**config.mk**
```make
export PLATFORM = sky130hd
export DESIGN_NAME = can_tx_mailbox_sched
export DESIGN_NICKNAME = d
export VERILOG_FILES = /design/src/rtl/can_tx_mailbox_sched.sv
export SDC_FILE = /design/constraint.sdc
export NUM_CORES = 1
export LEC_CHECK = 0
export ABC_AREA = 1
export CORE_ASPECT_RATIO = 0.7
export CORE_UTILIZATION = 30
export CTS_CLUSTER_DIAMETER = 60
export DETAILED_ROUTE_END_ITERATION = 16
export DONT_BUFFER_PORTS = 1
export SLEW_MARGIN = 20
export SYNTH_ARGS = -nofsm -noshare
export SYNTH_HDL_FRONTEND = slang
export SYNTH_SLANG_ARGS = --single-unit
```
**constraint.sdc**
```tcl
create_clock -name wb_clk_i -period 5.53 [get_ports wb_clk_i]
set_clock_uncertainty 0.2 [all_clocks]
set_input_delay 0.553 -clock wb_clk_i [delete_from_list [all_inputs] [get_ports wb_clk_i]]
set_output_delay 0.553 -clock wb_clk_i [all_outputs]
set_load 0.02 [all_outputs]
```
**src/rtl/can_tx_mailbox_sched.sv**
```systemverilog
// Transmit scheduler between the CAN register file and the protocol core.
// Offers the pending mailbox with the lowest latched ID, handles arbitration loss, bus-error retries and aborts.
//
// state  | meaning
// IDLE   | nothing offered; waits for any pending mailbox
// SELECT | one cycle: picks lowest-ID pending mailbox, latches sel_idx / sel_id
// REQ    | frame offered to the core, waiting for grant
// BUSY   | frame on the bus, waiting for done / err / arb_lost
module can_tx_mailbox_sched #(
    parameter int NUM_MB    = 4,
    parameter int IDW       = 11,
    parameter int MAX_RETRY = 8
) (
    input  logic                       wb_clk_i,
    input  logic                       wb_rst_ni,
    input  logic [NUM_MB-1:0]          mb_req_i,
    input  logic [NUM_MB*IDW-1:0]      mb_id_i,
    input  logic [NUM_MB-1:0]          mb_abort_i,
    output logic                       core_req_o,
    output logic [IDW-1:0]             core_id_o,
    output logic [$clog2(NUM_MB)-1:0]  core_mb_o,
    input  logic                       core_gnt_i,
    input  logic                       core_done_i,
    input  logic                       core_arb_lost_i,
    input  logic                       core_err_i,
    output logic [NUM_MB-1:0]          mb_pending_o,
    output logic [NUM_MB-1:0]          mb_ok_o,
    output logic [NUM_MB-1:0]          mb_fail_o,
    output logic [NUM_MB-1:0]          mb_aborted_o,
    output logic                       busy_o,
    output logic                       irq_o
);

    localparam int IDXW = $clog2(NUM_MB);
    localparam int RW   = $clog2(MAX_RETRY + 1);

    typedef enum logic [1:0] {
        ST_IDLE   = 2'd0,
        ST_SELECT = 2'd1,
        ST_REQ    = 2'd2,
        ST_BUSY   = 2'd3
    } state_t;

    state_t state_q, state_d;

    logic [NUM_MB-1:0] pending_q;
    logic [IDW-1:0]    id_q    [NUM_MB];
    logic [RW-1:0]     retry_q [NUM_MB];
    logic [IDXW-1:0]   sel_idx_q;
    logic [IDW-1:0]    sel_id_q;
    logic              abort_flag_q;
    logic [NUM_MB-1:0] ok_q, fail_q, abrt_q;
    logic              irq_q;

    logic [NUM_MB-1:0] cand;
    logic              win_vld;
    logic [IDXW-1:0]   win_idx;
    logic [IDW-1:0]    win_id;

    logic              res_any, res_done, res_err, res_arb;
    logic              hold_sel, abort_eff;
    logic [RW-1:0]     retry_next;
    logic              retire_limit;
    logic              retry_inc;
    logic [NUM_MB-1:0] pend_set, pend_clr, ok_d, fail_d, abrt_d;

    // Mailboxes being aborted this cycle are not eligible, so SELECT never latches a dying frame.
    always_comb begin
        cand    = pending_q & ~mb_abort_i;
        win_vld = 1'b0;
        win_idx = '0;
        win_id  = '0;
        for (int i = 0; i < NUM_MB; i++) begin
            if (cand[i] && (!win_vld || (id_q[i] < win_id))) begin
                win_vld = 1'b1;
                win_idx = IDXW'(i);
                win_id  = id_q[i];
            end
        end
    end

    assign res_done = (state_q == ST_BUSY) && core_done_i;
    assign res_err  = (state_q == ST_BUSY) && !core_done_i && core_err_i;
    assign res_arb  = (state_q == ST_BUSY) && !core_done_i && !core_err_i && core_arb_lost_i;
    assign res_any  = res_done || res_err || res_arb;

    // A grant in the same cycle as an abort puts the frame on the bus, so the abort is deferred like in BUSY.
    assign hold_sel     = (state_q == ST_BUSY) || ((state_q == ST_REQ) && core_gnt_i);
    assign abort_eff    = abort_flag_q || mb_abort_i[sel_idx_q];
    assign retry_next   = retry_q[sel_idx_q] + 1'b1;
    assign retire_limit = (retry_next == RW'(MAX_RETRY));
    assign retry_inc    = res_err && !abort_eff;

    always_comb begin
        pend_set = '0;
        pend_clr = '0;
        ok_d     = '0;
        fail_d   = '0;
        abrt_d   = '0;
        for (int i = 0; i < NUM_MB; i++) begin
            if (mb_abort_i[i] && pending_q[i] && !(hold_sel && (sel_idx_q == IDXW'(i)))) begin
                pend_clr[i] = 1'b1;
                abrt_d[i]   = 1'b1;
            end
            if (mb_req_i[i] && !pending_q[i] && !mb_abort_i[i]) begin
                pend_set[i] = 1'b1;
            end
            if (sel_idx_q == IDXW'(i)) begin
                if (res_done) begin
                    ok_d[i]     = 1'b1;
                    pend_clr[i] = 1'b1;
                end else if ((res_err || res_arb) && abort_eff) begin
                    abrt_d[i]   = 1'b1;
                    pend_clr[i] = 1'b1;
                end else if (res_err && retire_limit) begin
                    fail_d[i]   = 1'b1;
                    pend_clr[i] = 1'b1;
                end
            end
        end
    end

    always_ff @(posedge wb_clk_i or negedge wb_rst_ni) begin
        if (!wb_rst_ni) begin
            state_q <= ST_IDLE;
        end else begin
            state_q <= state_d;
        end
    end

    always_comb begin
        state_d = state_q;
        case (state_q)
            ST_IDLE: begin
                if (|pending_q) state_d = ST_SELECT;
            end
            ST_SELECT: begin
                state_d = win_vld ? ST_REQ : ST_IDLE;
            end
            ST_REQ: begin
                if (core_gnt_i) begin
                    state_d = ST_BUSY;
                end else if (mb_abort_i[sel_idx_q]) begin
                    state_d = ST_IDLE;
                end
            end
            ST_BUSY: begin
                if (res_any) state_d = ST_IDLE;
            end
            default: state_d = ST_IDLE;
        endcase
    end

    always_comb begin
        core_req_o = (state_q == ST_REQ);
        busy_o     = (state_q != ST_IDLE);
    end

    // Retry counter reaches MAX_RETRY at most once before the frame is retired, so it never wraps.
    always_ff @(posedge wb_clk_i or negedge wb_rst_ni) begin
        if (!wb_rst_ni) begin
            pending_q    <= '0;
            sel_idx_q    <= '0;
            sel_id_q     <= '0;
            abort_flag_q <= 1'b0;
            ok_q         <= '0;
            fail_q       <= '0;
            abrt_q       <= '0;
            irq_q        <= 1'b0;
            for (int i = 0; i < NUM_MB; i++) begin
                id_q[i]    <= '0;
                retry_q[i] <= '0;
            end
        end else begin
            pending_q <= (pending_q & ~pend_clr) | pend_set;
            for (int i = 0; i < NUM_MB; i++) begin
                if (pend_set[i]) begin
                    id_q[i]    <= mb_id_i[i*IDW +: IDW];
                    retry_q[i] <= '0;
                end
            end
            if (retry_inc) begin
                retry_q[sel_idx_q] <= retry_next;
            end
            if ((state_q == ST_SELECT) && win_vld) begin
                sel_idx_q <= win_idx;
                sel_id_q  <= win_id;
            end
            abort_flag_q <= hold_sel && !res_any && abort_eff;
            ok_q         <= ok_d;
            fail_q       <= fail_d;
            abrt_q       <= abrt_d;
            irq_q        <= |{ok_q, fail_q, abrt_q};
        end
    end

    assign core_id_o    = sel_id_q;
    assign core_mb_o    = sel_idx_q;
    assign mb_pending_o = pending_q;
    assign mb_ok_o      = ok_q;
    assign mb_fail_o    = fail_q;
    assign mb_aborted_o = abrt_q;
    assign irq_o        = irq_q;

endmodule

```
==> impl_metrics.yaml <==
floorplan:
  die_area_um2: 16920
  rows: 38
  ios: 90
  start_util_pct: 31.25
  core_area_um2: 15740
  die_h_um: 109.1
  die_x_um: 155.0
global_routing:
  grt_pass1_wl_mm: 20.79
  gr-total-overflow: 0
  grt_max_degree: 94
  grt_pass1_vias: 3961
  antenna_found_initial: 6
  grt.total_usage_pct: 16.17
power:
  power_frac_comb_pct: 47.8
  power_density_nw_per_um2: 622.0
  p_int_w: 0.002084
  p_clk_share_pct: 18.3
  sequentialPowerShare_pct: 33.9
  p_sw_w: 0.001571
  cellLeakagePower_nw: 2.752
  swShare_pct: 42.97
  vdd_drop_max_uv: 191.1
routing:
  routed_via_density: 4.979
  drt-total-wl_mm: 13.19
  wl_per_cell_um: 16.44
  dr.first_iter.drc_count: 301
  detail-route-antenna-nets: 0
  via_count: 3993
  firstDrtPassIters: 4
  drc_errors: 0
hold_path:
  hold_depth: 1
  hold_path_end: "id_q[20]"
  min_from: "mb_id_i[31]"
  hold_class: "primary input to flop"
synthesis:
  avgSynthCellArea_um2: 8.908
  synthesis.area_um2: 4917
  synth-edff-count: 0
  syn-num-nets: 642
  yosysWarnings: 0
  synth_seq_cells: 93
  synthArstFlopShare_pct: 100.0
  yosys.cell_types.count: 33
  yosysSeqAreaShare_pct: 47.33
  syn_inst: 552
  synthFlopType: "dfrtp_1"
outcome:
  status: "completed"
sta:
  slew_headroom_pct: 33.40
  max_clock_freq_mhz: 192.8
  period_needed_ns: 5.188
  finalMaxSlewViolations: 0
  finalHoldViolations: 0
  min_period_over_period_pct: 93.81
  worst_pin_slew_ns: 0.9954
  fin_tns_setup_ns: 0
  setup_violations: 0
critical_path:
  reg2reg_depth: 35
  reg2reg_to: "core_id_o[7]"
  path_buf_inv: 5
  r2r-start: "mb_pending_o[0]"
  worstPathArrival_ns: 5.28
  cp_top_family: "simple AND/OR/NAND/NOR gates"
  path_max_fanout: 8
  start_kind: "flop"
  cp_common_cell: "nand2_1"
  slowest_delay_ns: 0.36
  slowest_stage: "dfrtp_1"
  rrSetupSlack_ns: 0.34
  path_class: "flop to flop"
  cp-end-kind: "flop"
  crit_required_ns: 5.62
cells_and_area:
  nets: 661
  drive_gt1_share_pct: 19.10
  layout_commonest_cell: "nand2_1"
  finalNonFillerCells: 802
  mostFrequentLayoutCells: "nand2_1, dfrtp_1, inv_1, nand3_1, nor2_1"
  syn_to_final_growth_pct: 19.52
  fillers: 1544
clock_network:
  root_buffer: "clkbuf_16"
  cts.sinks: 93
  numCtsBuffers: 9
  path_clk_slew_ns: 0.07
  clock_path_buffers: 2
  clk_latency_ns: 0.35
  htreeDepth: 3
  cts_tree: "yes"
placed_design:
  dp_cells: 772
  hpwlAfterDp_mm: 9.663
  port_buffers: 0
  gp_congestion: 0.8985
job:
  max-cap-violations: 0
## registers in the layout (all words and copies together) (netlist names), 2 cells and up
register and count:
core_id_o 11, core_mb_o 2, id_q 44, mb_aborted_o 4, mb_fail_o 4, mb_ok_o 4, mb_pending_o 4, retry_q 16
state_q 2
## cell usage after synthesis, types with 3 or more instances
cell / number / area [µm²]
o211ai_1: 4 / 30.03
nand2_2: 15 / 93.84
nand3_1: 51 / 255.2
ha_1: 32 / 400.4
inv_1: 50 / 187.7
nor4_1: 3 / 18.77
nand4_1: 5 / 31.28
o21ai_0: 49 / 245.2
a21oi_1: 26 / 130.1
dfrtp_1: 93 / 2327
nor2_1: 42 / 157.7
a22oi_1: 6 / 45.04
clkbuf_1: 12 / 45.04
nand2_1: 103 / 386.6
nor3_1: 9 / 45.04
mux2_2: 31 / 349.1
## final cells by class
| class | instances | area (µm²) | area share [%] |
|---|---|---|---|
| inverters | 51 | 191.4 | 3.257 |
| multi-input cells | 396 | 2542 | 43.26 |
| well taps | 220 | 275.3 | 4.684 |
| clock inverters | 5 | 81.33 | 1.384 |
| flip-flops and latches | 93 | 2327 | 39.60 |
| repair buffers | 20 | 201.4 | 3.428 |
| diodes | 6 | 15.01 | 0.2555 |
| clock buffers | 11 | 242.7 | 4.130 |
## logic make-up (layout without fill, tap and decap cells)
family,Yosys count,in the layout,synth area share (%)
DFF,93,93,47.33
adders and majority gates,32,32,8.142
and+or+nand+nor,231,234,20.59
muxes,31,31,7.099
buffers and inverters,66,87,5.292
xor gates and xnor gates,2,2,0.3563
AOI/OAI and AO/OA,97,97,11.20
other,0,6,0
## metal layers
| metal | GRT usage, % | up-vias | part of all wire [%] |
|---|---|---|---|
| met2 | 26.74 | 102 | 47 |
| met1 | 18.87 | 1944 | 43 |
| li1 | - | 1935 | - |
| met5 | 0 | - | 0 |
| met4 | 3.819 | 0 | 1.1 |
| met3 | 7.909 | 12 | 9.1 |
## worst max path at each step
stage	cells past startpoint	startpoint	end	slack, ns
global route	35	mb_pending_o[0]	core_id_o[1]	-0.08
floorplan	37	mb_pending_o[0]	core_id_o[10]	0.11
CTS	34	mb_pending_o[0]	core_id_o[4]	0.005
global placement	33	mb_abort_i[0]	core_id_o[9]	-0.11
detailed placement	33	mb_abort_i[0]	core_id_o[8]	-0.30
finish	35	mb_pending_o[0]	core_id_o[7]	0.34
## what timing repair did
action | 4_1_cts | 5_1_grt
buffers inserted | 0 | 1
pin swaps | 0 | 9
hold buffers | 2 | 0
gates resized for setup | 4 | 50
endpoints found under the setup margin | 13 | 13
endpoints found under the hold margin | 93 | 0
cloned | 0 | 5
## worst register-to-register path: cells and delay by family, from the launching register on
kind,cells,cell delay [ns]
AND/OR/NAND/NOR,21,2.00
buffers and inverters,5,0.66
flip-flops,1,0.36
adder cells (fa/ha/maj),3,0.85
AO/OA/AOI/OAI,6,1.06
## metrics by stage
| stage | setup WS [ns] | utilization, % | area (µm²) | total power (W) | hold slack [ns] |
|---|---|---|---|---|---|
| floorplan | 0.1100 | - | 4917 | 0.002254 | 0.05741 |
| global placement | -0.1124 | 33.27 | 5236 | 0.002633 | 0.06026 |
| detailed placement | -0.3033 | 33.27 | 5236 | 0.002698 | 0.06003 |
| CTS | 0.005167 | 35.60 | 5603 | 0.003406 | 0.1350 |
| global route | -0.08412 | 37.28 | 5867 | 0.003962 | 0.1316 |
| finish | 0.3424 | 37.34 | 5877 | 0.003655 | 0.1458 |
## power by group through the flow
| stage | Combinational (W) | Clock (W) | Sequential [W] |
|---|---|---|---|
| 4_1_cts | 0.00150 | 0.000687 | 0.00122 |
| 2_1_floorplan | 0.00109 | 0 | 0.00117 |
| 3_5_place_dp | 0.00147 | 0 | 0.00123 |
| 6_report | 0.00175 | 0.000668 | 0.00124 |
| 5_1_grt | 0.00197 | 0.000711 | 0.00128 |
| 3_3_place_gp | 0.00140 | 0 | 0.00123 |
(Power assumes the default switching activity.)
